## src/rtl/serial_add_pkg.sv

```systemverilog
// rtl/serial_add_pkg.sv - shared types and constants for the serial adder
// Purpose: FSM state encoding and default operand width for serial_add_ctrl.
// Ports: none (package).
package serial_add_pkg;

  localparam int DEFAULT_WIDTH = 8;

  typedef enum logic [1:0] {
    IDLE  = 2'd0,
    SHIFT = 2'd1,
    DONE  = 2'd2
  } state_t;

endpackage

```

## src/rtl/fa_cell.sv

```systemverilog
// rtl/fa_cell.sv - single-bit full adder from two half adders and an OR
// Purpose: one bit-slice of the serial adder.
// Ports:
//   a, b, ci : input  bits and carry-in
//   s, co    : sum bit and carry-out
module fa_cell (
  input  logic a,
  input  logic b,
  input  logic ci,
  output logic s,
  output logic co
);

  logic p1;
  logic g1;
  logic g2;

  // First half adder: a + b
  assign p1 = a ^ b;
  assign g1 = a & b;

  // Second half adder: partial sum + carry-in
  assign s  = p1 ^ ci;
  assign g2 = p1 & ci;

  assign co = g1 | g2;

endmodule

```

## src/rtl/serial_add_ctrl.sv

```systemverilog
// rtl/serial_add_ctrl.sv - bit-serial adder controller, one bit per clock
// Purpose: adds two WIDTH-bit operands LSB-first through a single fa_cell.
// Optional feature macro: SERIAL_ADD_SUB_EN adds a 'sub' input (subtract mode).
// Ports:
//   clk, rst          : clock, asynchronous active-high reset
//   start             : request a new operation (sampled in IDLE only)
//   op_a, op_b, cin   : operands and carry-in, captured on accepted start
//   sub               : (SERIAL_ADD_SUB_EN only) 1 = op_a - op_b
//   busy              : high while bits are being processed
//   done              : one-cycle result-valid pulse
//   sum, carry_out    : result and final carry, held until the next result
module serial_add_ctrl
  import serial_add_pkg::*;
#(
  parameter int WIDTH = DEFAULT_WIDTH
) (
  input  logic             clk,
  input  logic             rst,
  input  logic             start,
  input  logic [WIDTH-1:0] op_a,
  input  logic [WIDTH-1:0] op_b,
  input  logic             cin,
`ifdef SERIAL_ADD_SUB_EN
  input  logic             sub,
`endif
  output logic             busy,
  output logic             done,
  output logic [WIDTH-1:0] sum,
  output logic             carry_out
);

  localparam int CW = $clog2(WIDTH);
  localparam logic [CW-1:0] LAST = CW'(WIDTH - 1);

  state_t           state;
  logic [CW-1:0]    cnt;
  logic             carry_r;
  logic [WIDTH-1:0] a_sr;
  logic [WIDTH-1:0] b_sr;
  logic [WIDTH-1:0] res_sr;
  logic             fa_s;
  logic             fa_co;
  logic             sub_sel;

`ifdef SERIAL_ADD_SUB_EN
  assign sub_sel = sub;
`else
  assign sub_sel = 1'b0;
`endif

  fa_cell u_fa (
    .a  (a_sr[0]),
    .b  (b_sr[0]),
    .ci (carry_r),
    .s  (fa_s),
    .co (fa_co)
  );

  always_ff @(posedge clk or posedge rst) begin
    if (rst) begin
      state     <= IDLE;
      cnt       <= '0;
      carry_r   <= 1'b0;
      a_sr      <= '0;
      b_sr      <= '0;
      res_sr    <= '0;
      busy      <= 1'b0;
      done      <= 1'b0;
      sum       <= '0;
      carry_out <= 1'b0;
    end else begin
      case (state)
        IDLE: begin
          done <= 1'b0;
          if (start) begin
            a_sr    <= op_a;
            // Subtraction is a + ~b + 1: invert b and force the carry-in.
            b_sr    <= sub_sel ? ~op_b : op_b;
            carry_r <= sub_sel ? 1'b1 : cin;
            cnt     <= '0;
            busy    <= 1'b1;
            state   <= SHIFT;
          end
        end
        SHIFT: begin
          carry_r <= fa_co;
          res_sr  <= {fa_s, res_sr[WIDTH-1:1]};
          a_sr    <= a_sr >> 1;
          b_sr    <= b_sr >> 1;
          if (cnt == LAST) begin
            // Visible result updates only here, never on intermediate bits.
            sum       <= {fa_s, res_sr[WIDTH-1:1]};
            carry_out <= fa_co;
            cnt       <= '0;
            busy      <= 1'b0;
            done      <= 1'b1;
            state     <= DONE;
          end else begin
            cnt <= cnt + CW'(1);
          end
        end
        DONE: begin
          done  <= 1'b0;
          state <= IDLE;
        end
        default: begin
          busy  <= 1'b0;
          done  <= 1'b0;
          state <= IDLE;
        end
      endcase
    end
  end

endmodule

```

## config.mk

```make
export PLATFORM = sky130hd
export DESIGN_NAME = serial_add_ctrl
export DESIGN_NICKNAME = d
export VERILOG_FILES = /design/src/rtl/serial_add_pkg.sv /design/src/rtl/fa_cell.sv /design/src/rtl/serial_add_ctrl.sv
export SDC_FILE = /design/constraint.sdc
export NUM_CORES = 1
export LEC_CHECK = 0
export BUFFER_PORTS_ARGS = -buffer_cell sky130_fd_sc_hd__buf_2
export CAP_MARGIN = 20
export CORE_AREA = 2 2 76 78
export CTS_CLUSTER_DIAMETER = 200
export CTS_CLUSTER_SIZE = 16
export DETAILED_ROUTE_END_ITERATION = 12
export DIE_AREA = 0 0 78 80
export MAX_ROUTING_LAYER = met4
export PLACE_DENSITY = 0.59
export RECOVER_POWER = 25
export REMOVE_ABC_BUFFERS = 1
export SLEW_MARGIN = 20
export SYNTH_ARGS = -nofsm -noshare
export SYNTH_HDL_FRONTEND = slang
export SYNTH_SLANG_ARGS = --single-unit
```

## constraint.sdc

```tcl
create_clock -name clk -period 4.1 [get_ports clk]
set_input_delay 0.41 -clock clk [delete_from_list [all_inputs] [get_ports clk]]
set_output_delay 0.41 -clock clk [all_outputs]
set_load 0.01 [all_outputs]
```

==> results.yml <==
timing:
  fin_skew_ns: 0.007147
  hold_viol: 0
  fin_crit_ns: 2.094
  period_share: 0.5108
  worst_pin_slew_ns: 2.123
  fmaxAchievable_ghz: 0.4775
  finalSetupViolations: 0
  setup-tns-final_ns: 0
  relSlewSlack: -0.4150
  rsz0062_at_grt: "false"
  slew_viol_final: 41
worst_setup_path:
  r2r_end: "b_sr[6]"
  critPathRequiredTime_ns: 4.08
  slowest_delay_ns: 1.52
  crit_type: "input port to async pin"
  crit_cells: 3
  cp-end-kind: "async pin"
  worstPathCellList: "buf_2 > inv_1 > clkbuf_1"
  crit_buf_inv: 3
  r2r_start: "state[0]"
  crit_path_top_delay_cell: "clkbuf_1"
  critPathTopFamily: "buffers and inverters"
  critical_path_arrival_ns: 2.07
  ff2ff_setup_slack_ns: 2.17
  startpoint_type: "input port"
  cp_max_fo: 40
  r2r_cells: 2
floorplanning:
  ios: 31
  die_h_um: 80
  initial_core_util: 0.3377
  die_w_um: 78
  core_um2: 5405
  placementRows: 27
  die_area_um2: 6240
status:
  outcome: "finished with violations"
  violations: "max-capacitance violations, max-slew violations"
routing:
  dr.pass1.iters: 5
  drtIter0Drc: 90
  vias: 1232
  route.detailed.drc: 0
  drt-total-wl_mm: 3.413
  via_per_inst: 4.667
  drtAntennaViolNets: 0
  wl_per_cell_um: 12.93
global_route:
  grt-ovfl-total: 0
  antenna_found_initial: 0
  grt_max_degree: 41
  grt_first_pass_wirelength_mm: 5.982
  grt_pass1_vias: 1229
  grtUsageTotal: 0.1279
cts:
  cts_buffers: 5
  cts_tree: "done"
  cts_setup_buffers: 0
  cts_sinks: 40
  path_clk_slew_ns: 0.08
  cts-root-buf: "clkbuf_8"
  h-tree-depth: 2
  clkLatencyLatePin_ns: 0.29
  ctsHoldBuffers: 0
  post_cts_resized: 0
  clockBufferDepth: 2
yosys:
  yosysTopAreaCell: "dfrtp_1"
  synth_area_um2: 1826
  yosysWarnings: 0
  ys_ff_latch: 40
  synth_cell_types: 29
  syn_inst: 161
  postSynthAreaPerCell_um2: 11.34
  synth.yosys.seq_area_share: 0.5483
  yosysTopAreaCellShare: 0.5483
  synth_area_leaders: "dfrtp_1, mux2_4, nand2_1"
finish:
  final_util: 0.3912
  num_antenna_cells: 0
  layout-drive-gt1-share: 0.2760
  syn2layout_area_growth_pct: 15.83
  nNetsFinal: 214
power:
  pwr-share-clk: 0.168
  power_leakage_nw: 1.007
  p_sw_frac: 0.3651
  ir_drop_uv: 309.1
  p_int_mw: 1.047
  combPwrFrac: 0.389
  seqPwrFrac: 0.443
  p_per_area_nw_per_um2: 780.1
  p_sw_mw: 0.6023
hold_path:
  hold_path.startpoint: "op_a[7]"
  hold_end: "a_sr[7]"
  min_path_type: "input port to flop"
  hold_path_depth: 3
placed_design:
  post-dp-hpwl_mm: 2.263
  gp_congestion: 0.7365
  portBuffers: 30
job:
  maxCapViolCount: 1
[layout by cell type, fill, tap and decap left out, drive strengths merged]
| master | instances |
|---|---|
| a21oi | 5 |
| a221oi | 4 |
| a22o | 2 |
| and2b | 1 |
| buf | 30 |
| clkbuf | 7 |
| clkinvlp | 2 |
| dfrtp | 40 |
| fa | 1 |
| ha | 2 |
| inv | 9 |
| mux2 | 9 |
| mux2i | 1 |
| nand2 | 26 |
| nand2b | 2 |
| nand3b | 2 |
| nor2 | 12 |
| nor2b | 5 |
| nor3b | 9 |
| o21ai | 5 |
| o21bai | 1 |
| o221a | 2 |
| o22a | 5 |
| o22ai | 4 |
| o31ai | 1 |
| o32ai | 4 |
| or2 | 1 |
[through the flow]
step	hold WS, ns	setup WS (ns)	power, mW	cells	instance area (um^2)
detailed placement	0.4826	2.178	1.390	256	2021
CTS	0.2458	2.165	1.672	264	2118
finish	0.3551	2.006	1.650	264	2115
global placement	0.4709	2.202	1.371	256	2021
floorplan	0.4459	2.562	1.204	153	1773
global route	0.3713	1.465	1.804	264	2115
[cells in the mapped netlist]
cell,instances
dfrtp_1,40
nand2_1,25
nor2_1,11
inv_1,9
mux2_4,9
nor3b_1,9
buf_2,6
a21oi_1,5
nor2b_1,5
o21ai_0,5
o22a_1,5
a221oi_1,4
o22ai_1,4
o32ai_1,4
a22o_1,2
ha_1,2
nand2b_1,2
nand3b_1,2
o221a_2,2
and2b_4,1
buf_4,1
buf_8,1
fa_1,1
mux2i_1,1
nand2_8,1
nor2_2,1
o21bai_1,1
o31ai_1,1
or2_2,1
[metal layers]
layer / track usage / routed length [um]
met5: - / 0
met3: 0.03394 / 168
met4: 0.04211 / 42
met2: 0.1914 / 1463
met1: 0.1696 / 1739
[cells by family (layout without fill, tap and decap cells)]
logic type | after synthesis | count (layout) | share of synthesized area
flip-flops | 40 | 40 | 0.5483
adder cells (fa/ha/maj) | 3 | 3 | 0.02467
multiplexers | 10 | 10 | 0.07951
buffers and inverters | 17 | 48 | 0.04729
AO/OA/AOI/OAI | 33 | 33 | 0.1336
AND/OR/NAND/NOR | 58 | 58 | 0.1666
[flip-flops by register name, indices dropped and copies added, names as in the netlist]
name	flops
a_sr	8
b_sr	8
done	1
carry_r	1
state	2
sum	8
carry_out	1
cnt	3
res_sr	7
busy	1
[area by class of cell]
class | count | area (um^2)
Sequential cell | 40 | 1001
Timing Repair Buffer | 31 | 153.9
Fill cell | 557 | 3291
Clock buffer | 6 | 82.58
Tap cell | 72 | 90.09
Clock inverter | 2 | 15.01
Multi-Input combinational cell | 104 | 738.2
Inverter | 9 | 33.78
[worst register-to-register path, stage by stage, from the launching register on]
cell      delay, ns
dfrtp_1        0.85
nand2b_1       0.53
o221a_2        0.44
[power by group through the flow]
stage | sequential, mW | clock, mW | combinational (mW)
2_1_floorplan | 0.727 | 0 | 0.477
6_report | 0.731 | 0.277 | 0.641
3_3_place_gp | 0.737 | 0 | 0.633
3_5_place_dp | 0.740 | 0 | 0.650
5_1_grt | 0.766 | 0.305 | 0.734
4_1_cts | 0.734 | 0.285 | 0.653
[worst max-delay path by stage]
stage | from | endpoint
after floorplan | state[0] | carry_out
after global placement | state[0] | a_sr[6]
after detailed placement | state[0] | a_sr[6]
after CTS | state[0] | b_sr[6]
after global routing | rst | a_sr[5]
final | rst | a_sr[1]
(Power assumes the default switching activity.)
